**src/rtl/seg7_pkg.sv**
```systemverilog
`default_nettype none
// ============================================================================
//  Module      : seg7_pkg
//  Description : Shared 7-segment definitions: segment bit positions, the
//                16-entry hex glyph table and the scan FSM state encoding.
//  Revision    : 1.0 - initial release
// ============================================================================
package seg7_pkg;

  // Segment bit positions inside the 7-bit abcdefg vector
  localparam int SEG_A = 6;
  localparam int SEG_B = 5;
  localparam int SEG_C = 4;
  localparam int SEG_D = 3;
  localparam int SEG_E = 2;
  localparam int SEG_F = 1;
  localparam int SEG_G = 0;

  // Hex glyphs, active-high abcdefg; entry k is the pattern for nibble k
  localparam logic [15:0][6:0] HEX_PAT = {
    7'b1000111,  // F
    7'b1001111,  // E
    7'b0111101,  // d
    7'b1001110,  // C
    7'b0011111,  // b
    7'b1110111,  // A
    7'b1111011,  // 9
    7'b1111111,  // 8
    7'b1110000,  // 7
    7'b1011111,  // 6
    7'b1011011,  // 5
    7'b0110011,  // 4
    7'b1111001,  // 3
    7'b1101101,  // 2
    7'b0110000,  // 1
    7'b1111110   // 0
  };

  // Scan FSM state encoding
  typedef enum logic [1:0] {
    IDLE   = 2'd0,
    SETTLE = 2'd1,
    HELD   = 2'd2
  } scan_state_t;

endpackage : seg7_pkg
`default_nettype wire

```
**src/rtl/seg7_to_hex.sv**
```systemverilog
`default_nettype none
// ============================================================================
//  Module      : seg7_to_hex
//  Description : Combinational abcdefg -> {valid, nibble} lookup. Patterns
//                outside the hex glyph table report valid=0 and nibble 0.
//  Revision    : 1.0 - initial release
// ============================================================================
module seg7_to_hex
  import seg7_pkg::*;
(
  input  logic [6:0] i_seg,
  output logic       o_valid,
  output logic [3:0] o_nibble
);

  // Search the glyph table; the table has no duplicates so at most one hits
  always_comb begin
    o_valid  = 1'b0;
    o_nibble = 4'h0;
    for (int k = 0; k < 16; k++) begin
      if (i_seg == HEX_PAT[k]) begin
        o_valid  = 1'b1;
        o_nibble = 4'(k);
      end
    end
  end

endmodule : seg7_to_hex
`default_nettype wire

```
**src/rtl/seg_scan_decoder.sv**
```systemverilog
`default_nettype none
// ============================================================================
//  Module      : seg_scan_decoder
//  Description : Watches a multiplexed 7-segment bus, captures each digit once
//                its {enable, dp, segments} key has been stable long enough,
//                and publishes the full frame with error flags.
//  Revision    : 1.0 - initial release
// ============================================================================
module seg_scan_decoder
  import seg7_pkg::*;
#(
  parameter int NDIG        = 4,
  parameter int STABLE_CYC  = 4,
  parameter int SEG_ACT_LOW = 0,
  parameter int DIG_ACT_LOW = 0
) (
  input  logic              clk,
  input  logic              rst,
  input  logic [6:0]        seg_in,
  input  logic              dp_in,
  input  logic [NDIG-1:0]   dig_en,
  output logic [4*NDIG-1:0] digits_out,
  output logic [NDIG-1:0]   dp_out,
  output logic              frame_valid,
  output logic              frame_err,
  output logic              pattern_err
);

  localparam int KW = NDIG + 8;
  localparam int CW = (STABLE_CYC < 2) ? 1 : $clog2(STABLE_CYC + 1);
  localparam logic [CW-1:0] c_CNT_LAST  = CW'(STABLE_CYC - 1);
  localparam bit            c_IMMEDIATE = (STABLE_CYC == 1);

  // Normalised, active-high view of the bus
  logic [6:0]      w_seg;
  logic            w_dp;
  logic [NDIG-1:0] w_dig;
  logic [KW-1:0]   w_key;
  logic            w_onehot;

  assign w_seg    = (SEG_ACT_LOW != 0) ? ~seg_in : seg_in;
  assign w_dp     = (SEG_ACT_LOW != 0) ? ~dp_in  : dp_in;
  assign w_dig    = (DIG_ACT_LOW != 0) ? ~dig_en : dig_en;
  assign w_key    = {w_dig, w_dp, w_seg};
  assign w_onehot = (w_dig != '0) && ((w_dig & (w_dig - NDIG'(1))) == '0);

  logic       w_dec_valid;
  logic [3:0] w_dec_nib;

  seg7_to_hex u_dec (
    .i_seg    (w_seg),
    .o_valid  (w_dec_valid),
    .o_nibble (w_dec_nib)
  );

  scan_state_t   r_state, w_state_nxt;
  logic [CW-1:0] r_cnt, w_cnt_nxt;
  logic [KW-1:0] r_key;
  logic          w_latch;
  logic          w_capture;

  // State register, stability counter and latched key
  always_ff @(posedge clk or posedge rst) begin
    if (rst) begin
      r_state <= IDLE;
      r_cnt   <= '0;
      r_key   <= '0;
    end else begin
      r_state <= w_state_nxt;
      r_cnt   <= w_cnt_nxt;
      if (w_latch) r_key <= w_key;
    end
  end

  // Next-state logic: a new one-hot key restarts the count, blanking aborts
  always_comb begin
    w_state_nxt = r_state;
    w_cnt_nxt   = r_cnt;
    w_latch     = 1'b0;
    w_capture   = 1'b0;
    case (r_state)
      IDLE: begin
        w_cnt_nxt = '0;
        if (w_onehot) begin
          w_latch = 1'b1;
          if (c_IMMEDIATE) begin
            w_capture   = 1'b1;
            w_state_nxt = HELD;
          end else begin
            w_cnt_nxt   = CW'(1);
            w_state_nxt = SETTLE;
          end
        end
      end
      SETTLE, HELD: begin
        if (!w_onehot) begin
          w_cnt_nxt   = '0;
          w_state_nxt = IDLE;
        end else if (w_key != r_key) begin
          w_latch = 1'b1;
          if (c_IMMEDIATE) begin
            w_cnt_nxt   = '0;
            w_capture   = 1'b1;
            w_state_nxt = HELD;
          end else begin
            w_cnt_nxt   = CW'(1);
            w_state_nxt = SETTLE;
          end
        end else if (r_state == SETTLE) begin
          if (r_cnt == c_CNT_LAST) begin
            w_cnt_nxt   = '0;
            w_capture   = 1'b1;
            w_state_nxt = HELD;
          end else begin
            w_cnt_nxt = r_cnt + CW'(1);
          end
        end
      end
      default: begin
        w_cnt_nxt   = '0;
        w_state_nxt = IDLE;
      end
    endcase
  end

  logic [4*NDIG-1:0] r_shadow, w_shadow_nxt;
  logic [NDIG-1:0]   r_sdp, w_sdp_nxt;
  logic [NDIG-1:0]   r_mask, w_mask_nxt;
  logic [NDIG-1:0]   r_errmask, w_err_nxt;
  logic              w_publish;

  // Merge the current capture into the shadow frame so publish sees it
  always_comb begin
    w_shadow_nxt = r_shadow;
    w_sdp_nxt    = r_sdp;
    w_mask_nxt   = r_mask;
    w_err_nxt    = r_errmask;
    if (w_capture) begin
      for (int i = 0; i < NDIG; i++) begin
        if (w_dig[i]) begin
          w_shadow_nxt[4*i +: 4] = w_dec_nib;
          w_sdp_nxt[i]           = w_dp;
          w_mask_nxt[i]          = 1'b1;
          w_err_nxt[i]           = ~w_dec_valid;
        end
      end
    end
  end

  assign w_publish = w_capture && (&w_mask_nxt);

  // Shadow frame bookkeeping and published outputs
  always_ff @(posedge clk or posedge rst) begin
    if (rst) begin
      r_shadow    <= '0;
      r_sdp       <= '0;
      r_mask      <= '0;
      r_errmask   <= '0;
      digits_out  <= '0;
      dp_out      <= '0;
      frame_valid <= 1'b0;
      frame_err   <= 1'b0;
      pattern_err <= 1'b0;
    end else begin
      r_shadow    <= w_shadow_nxt;
      r_sdp       <= w_sdp_nxt;
      frame_valid <= w_publish;
      pattern_err <= w_capture & ~w_dec_valid;
      if (w_publish) begin
        digits_out <= w_shadow_nxt;
        dp_out     <= w_sdp_nxt;
        frame_err  <= |w_err_nxt;
        r_mask     <= '0;
        r_errmask  <= '0;
      end else begin
        r_mask    <= w_mask_nxt;
        r_errmask <= w_err_nxt;
      end
    end
  end

endmodule : seg_scan_decoder
`default_nettype wire
```
**config.mk**
```make
export PLATFORM = sky130hd
export DESIGN_NAME = seg_scan_decoder
export DESIGN_NICKNAME = d
export VERILOG_FILES = /design/src/rtl/seg7_pkg.sv /design/src/rtl/seg7_to_hex.sv /design/src/rtl/seg_scan_decoder.sv
export SDC_FILE = /design/constraint.sdc
export NUM_CORES = 1
export LEC_CHECK = 0
export BUFFER_PORTS_ARGS = -buffer_cell sky130_fd_sc_hd__buf_4
export CORE_ASPECT_RATIO = 0.8
export CORE_UTILIZATION = 59
export DETAILED_ROUTE_END_ITERATION = 8
export PLACE_DENSITY = 0.8
export SLEW_MARGIN = 20
export SYNTH_ARGS = -nofsm -noshare
export SYNTH_HDL_FRONTEND = slang
export SYNTH_SLANG_ARGS = --single-unit
```
**constraint.sdc**
```tcl
create_clock -name clk -period 2.8 [get_ports clk]
set_input_delay 0.28 -clock clk [delete_from_list [all_inputs] [get_ports clk]]
set_output_delay 0.28 -clock clk [all_outputs]
set_load 0.02 [all_outputs]
```
Yosys cells after proc, flatten, opt, wreduce, memory -nomap -nowiden
Cells that the tools add are included.

cells by class
  add/subtract/negate cells = 2
  equal/unequal tests = 23
  multiplexer cells = 74
  bitwise operators = 3
  reduce and logical (&&, ||, !) cells = 9

operators by type and width
  cell                   number
  $eq A7 B7 Y1 const B   12
  $mux W4                17
  $mux W1                38
  $mux W3                8
  $eq A7 B6 Y1 const B   3
  $mux W16               1
  $mux W2                7
  $ne A12 B12 Y1         1
  $ne A4 B4 Y1 const B   2
  $eq A7 B5 Y1 const B   1
  $pmux W3 S2            1
  $and A4 B4 Y4          1
  $logic_not A4 Y1       1
  $pmux W2 S2            1
  $reduce_and A4 Y1      1
  $reduce_bool A4 Y1     1
  $reduce_or A4 Y1       1
  $sub A4 B1 Y4 const B  1
  $add A3 B1 Y3 const B  1
  $eq A3 B2 Y1 const B   1
  $reduce_and A3 Y1      1
  $eq A2 B1 Y1 const B   1
  $eq A2 B2 Y1 const B   1
  $logic_and A1 B1 Y1    2
  other kinds (6)        6

word-level totals
  bits in registers = 68
  input bits = 14
  word-level logic and storage cells = 123

Depth between registers and ports, before layout
  depth in word-level cells = 21
  depth in mapped cells = 9
  gate-level depth less buffers = 7

Cells and area by module
A second synthesis with hierarchy kept.

unflattened totals
  cell total of the unflattened synthesis = 283
  area, all modules = 3492.1 sq um

by module, submodules not included
  module            times used  cells each  area each (sq um)  seq. area each (sq um)
  seg_scan_decoder  1           228         3106.7             1701.6
  seg7_to_hex       1           55          385.4              0.0

Worst setup path after synthesis
No wires, ideal clock.

  path type = input to register
  start = input port dig_en[2]
  end = register dp_out[0]
  library setup time = 125 ps
  arrival = 2275 ps
  required time = 2675 ps
  setup slack = 401 ps
  stages = 9
  path buffers = 3
  path through = buf_4 -> or4b_4 -> o311ai_2 -> and4_1 -> buf_6 -> nand4_4 -> nor2_8 -> buf_4 -> mux2_2

between the ends
  longest elaborated chain between the ends = 9

ends and longest elaborated chain
  what                  line                     source
  from (decl)           seg_scan_decoder.sv:21   input logic [NDIG-1:0] dig_en,
  $sub A4 B1 Y4         seg_scan_decoder.sv:45   assign w_onehot = (w_dig != '0) && ((w_dig & (w_dig - NDIG'(1))) == '0);
  $and A4 B4 Y4         seg_scan_decoder.sv:45
  $logic_not A4 Y1      seg_scan_decoder.sv:45
  $logic_and A1 B1 Y1   seg_scan_decoder.sv:45
  $mux W1               seg_scan_decoder.sv:96   if (!w_onehot) begin
  $mux W1               seg_scan_decoder.sv:81   case (r_state)
  $mux W4               seg_scan_decoder.sv:138  if (w_capture) begin
  $reduce_and A4 Y1     seg_scan_decoder.sv:150  assign w_publish = w_capture && (&w_mask_nxt);
  $logic_and A1 B1 Y1   seg_scan_decoder.sv:150
  to (signal assigned)  seg_scan_decoder.sv:171  dp_out <= w_sdp_nxt;
  to (decl)             seg_scan_decoder.sv:23   output logic [NDIG-1:0] dp_out,

Several ways; a longest one is shown, not always the timed one.
A chain may end at the register's enable or synchronous reset.

Final worst setup path
  start = register r_cnt[0]
  end = register frame_err

between the ends
  longest elaborated chain between the ends = 9

ends and longest elaborated chain
  what                    line                     source
  from (decl)             seg_scan_decoder.sv:57   logic [CW-1:0] r_cnt, w_cnt_nxt;
  from (signal assigned)  seg_scan_decoder.sv:70   r_cnt <= w_cnt_nxt;
  $eq A3 B2 Y1 *          seg_scan_decoder.sv:110  if (r_cnt == c_CNT_LAST) begin
  $mux W1 *               seg_scan_decoder.sv:110
  $mux W1 *               seg_scan_decoder.sv:109  end else if (r_state == SETTLE) begin
  $mux W1 *               seg_scan_decoder.sv:99   end else if (w_key != r_key) begin
  $mux W1 *               seg_scan_decoder.sv:96
  $mux W1 *               seg_scan_decoder.sv:81
  $mux W4                 seg_scan_decoder.sv:138
  $reduce_and A4 Y1       seg_scan_decoder.sv:150
  $logic_and A1 B1 Y1 *   seg_scan_decoder.sv:150
  net w_publish           seg_scan_decoder.sv:130  logic w_publish;
  to (signal assigned)    seg_scan_decoder.sv:172  frame_err <= |w_err_nxt;
  to (decl)               seg_scan_decoder.sv:25   output logic frame_err,

The timed path passes the listed nets; every way through them passes the cells marked *.

==> impl_metrics.json <==
{
  "status": "complete, but fails checks",
  "failed_checks": "hold timing",
  "yosys.area.top_type": "dfrtp_1",
  "postSynthCellCount": 276,
  "power.density_nw_per_um2": 565,
  "swShare": 0.289,
  "worstMarginPinSlew_ns": 0.624,
  "cts_tree": "done",
  "cp_slowest_cell": "and2_1",
  "clkTransAtPathRegs_ns": 0.08,
  "fin_tns_setup_ns": 0,
  "seqPwrFrac": 0.507,
  "finalNetCount": 333,
  "die_h_um": 71.0,
  "slew_violations": 0,
  "cp.arrival_ns": 2.65,
  "synth_area_leaders": "dfrtp_1 (48%), mux2_2 (11%), mux2_4 (8.6%)",
  "crit_chain": "ha_1 -> nor2b_1 -> and2_1 -> nand3_1 -> nor4b_1 -> buf_4 -> nor2_1 -> a31oi_1",
  "hold_violations": 5,
  "synth_edf_count": 0,
  "vias": 2223,
  "synth_seq_cells": 68,
  "routed_wl_um": 6680,
  "ir_drop_mv": 0.400,
  "synth_top_area_share": 0.485,
  "syn_avg_cell_area_um2": 12.7,
  "cts_resized": 0,
  "place.gp.congestion": 0.788,
  "pin_count": 37,
  "async_flop_share": 1.00,
  "grt_pass1_wl_um": 11000,
  "maxCapViolCount": 0,
  "hold_ws_ns": -0.00753,
  "die_width_um": 88.2,
  "antennaDiodeCount": 0,
  "clock_latency_ns": 0.35,
  "n_fill_cell": 393,
  "grt_antenna_before_repair": 0,
  "p_int_uw": 1610,
  "final-setup-viol-count": 0,
  "slew_headroom": 0.581,
  "dp_hpwl_um": 4560,
  "timing.rr.start": "r_cnt[0]",
  "drc": 0,
  "p_sw_uw": 654,
  "critPathCaptureType": "flop",
  "overflow": 0,
  "place_inst": 381,
  "ctsHoldBuffers": 0,
  "rsz0062_at_grt": "false",
  "synth_area_um2": 3510,
  "crit_path_max_incr_delay_ns": 0.54,
  "synth_common_cells": "dfrtp_1 (68), mux2_2 (34), mux2_4 (20)",
  "hold_class": "primary input to async pin",
  "cts_setup_buffers": 0,
  "grt_usage": 0.238,
  "worstSetupPathType": "flop to flop",
  "yosysMostFrequentCell": "dfrtp_1",
  "yosysSeqAreaShare": 0.485,
  "numCtsBuffers": 9,
  "die-area_um2": 6260,
  "layout-drive-gt1-share": 0.406,
  "grt_pass1_vias": 2230,
  "r2r_slack_ns": 0.43,
  "final_cells": 396,
  "synthesis.nets": 295,
  "core.rowCount": 24,
  "initial_utilization": 0.629,
  "p_comb_frac": 0.186,
  "finalCriticalPeriod_ns": 2.37,
  "via_per_inst": 5.61,
  "finalCritPeriodShare": 0.847,
  "synth_flop_cell": "dfrtp_1",
  "route.detailed.wl_per_inst_um": 16.9,
  "ant_nets": 0,
  "yosys.cell_types.count": 54,
  "drt_iter0_markers": 130,
  "core_um2": 5590,
  "critPathMaxFanout": 8,
  "cts_max_level": 3,
  "yosys_warnings": 0,
  "syn_to_final_growth_pct": 14.2,
  "io_buffers": 36,
  "clock_sinks": 68,
  "start_kind": "flop",
  "clockPowerShare": 0.307,
  "grt_max_degree": 69,
  "leakage_uw": 0.00196,
  "cp.required_ns": 3.07,
  "fin_worst_skew_ns": 0.00849,
  "clockBufferDepth": 2,
  "root_buffer": "clkbuf_8",
  "fmax_mhz": 422,
  "dr.pass1.iters": 4,
  "r2r-end": "frame_err",
  "fin_util": 0.718,
  "worstRegToRegCells": 8
}
cell type report:
| class | instances | area, um^2 | share of cell area |
|---|---|---|---|
| inverter | 9 | 33.8 | 0.00842 |
| timing repair buffer | 45 | 363 | 0.0905 |
| tap | 78 | 97.6 | 0.0243 |
| multi-input combinational | 181 | 1650 | 0.411 |
| clock buffer | 9 | 124 | 0.0309 |
| sequential | 68 | 1700 | 0.424 |
| clock inverter | 6 | 42.5 | 0.0106 |
cells by family after synthesis:
logic type	after synthesis	synth area share
multiplexers	58	0.206
buffers and inverters	27	0.0460
flip-flops	68	0.485
AO/OA/AOI/OAI	32	0.0663
XOR/XNOR	15	0.0374
adder cells (fa/ha/maj)	5	0.0178
AND/OR/NAND/NOR	71	0.142
how the worst max path moves through the flow:
| stage | slack, ns | startpoint | to | cells past startpoint |
|---|---|---|---|---|
| after floorplan | 0.40 | dig_en[2] | dp_out[0] | 9 |
| after global placement | 0.31 | dig_en[0] | digits_out[9] | 8 |
| after detailed placement | 0.26 | dig_en[0] | digits_out[9] | 8 |
| after CTS | 0.43 | r_key[4] | dp_out[3] | 9 |
| after global routing | 0.26 | r_cnt[0] | frame_err | 8 |
| final | 0.43 | r_cnt[0] | frame_err | 8 |
power by group through the flow:
stage	Combinational, uW	Sequential (uW)	Clock, uW
final	422	1150	695
after global placement	415	1160	0
after CTS	427	1150	709
after detailed placement	421	1170	0
after floorplan	349	1150	0
after global routing	467	1160	747
metrics by stage:
step	worst slack [ns]	cell area, um^2	power [uW]
after floorplan	0.401	3510	1500
after detailed placement	0.255	3840	1590
after global routing	0.260	4010	2370
after CTS	0.434	4010	2280
after global placement	0.313	3840	1580
final	0.429	4010	2270
routing by layer:
layer  GRT usage  wire (um)  vias to the layer above
met5           0          0                        -
li1            -          -                     1061
met4      0.0699         86                        0
met1       0.352       3260                     1100
met2       0.340       3010                       53
met3      0.0688        331                        9
critical path: cells and delay by family, from the launching register on:
family                   cells  cell delay [ns]
AND/OR/NAND/NOR              5             1.38
adder cells (fa/ha/maj)      1             0.17
AO/OA/AOI/OAI                1             0.14
buffers and inverters        1             0.21
flip-flops                   1             0.39
flip-flops by register name, indices dropped and copies added (netlist names), 3 cells and up:
register / count
r_mask: 4
r_key: 12
r_errmask: 4
digits_out: 16
r_cnt: 3
dp_out: 4
r_shadow: 16
r_sdp: 4
placed cells by master, fill, tap and decap left out, types with 5 or more instances in the layout:
cell type,count
o21ai_0,5
nor3_1,5
mux2_2,34
xor2_1,12
buf_4,43
mux2_4,20
a21oi_1,5
clkbuf_8,9
nand3_1,6
inv_1,8
nand4_4,5
nor2_1,13
nand2_1,12
ha_1,5
dfrtp_1,68
Note: power is estimated with default switching activity, not from simulation.
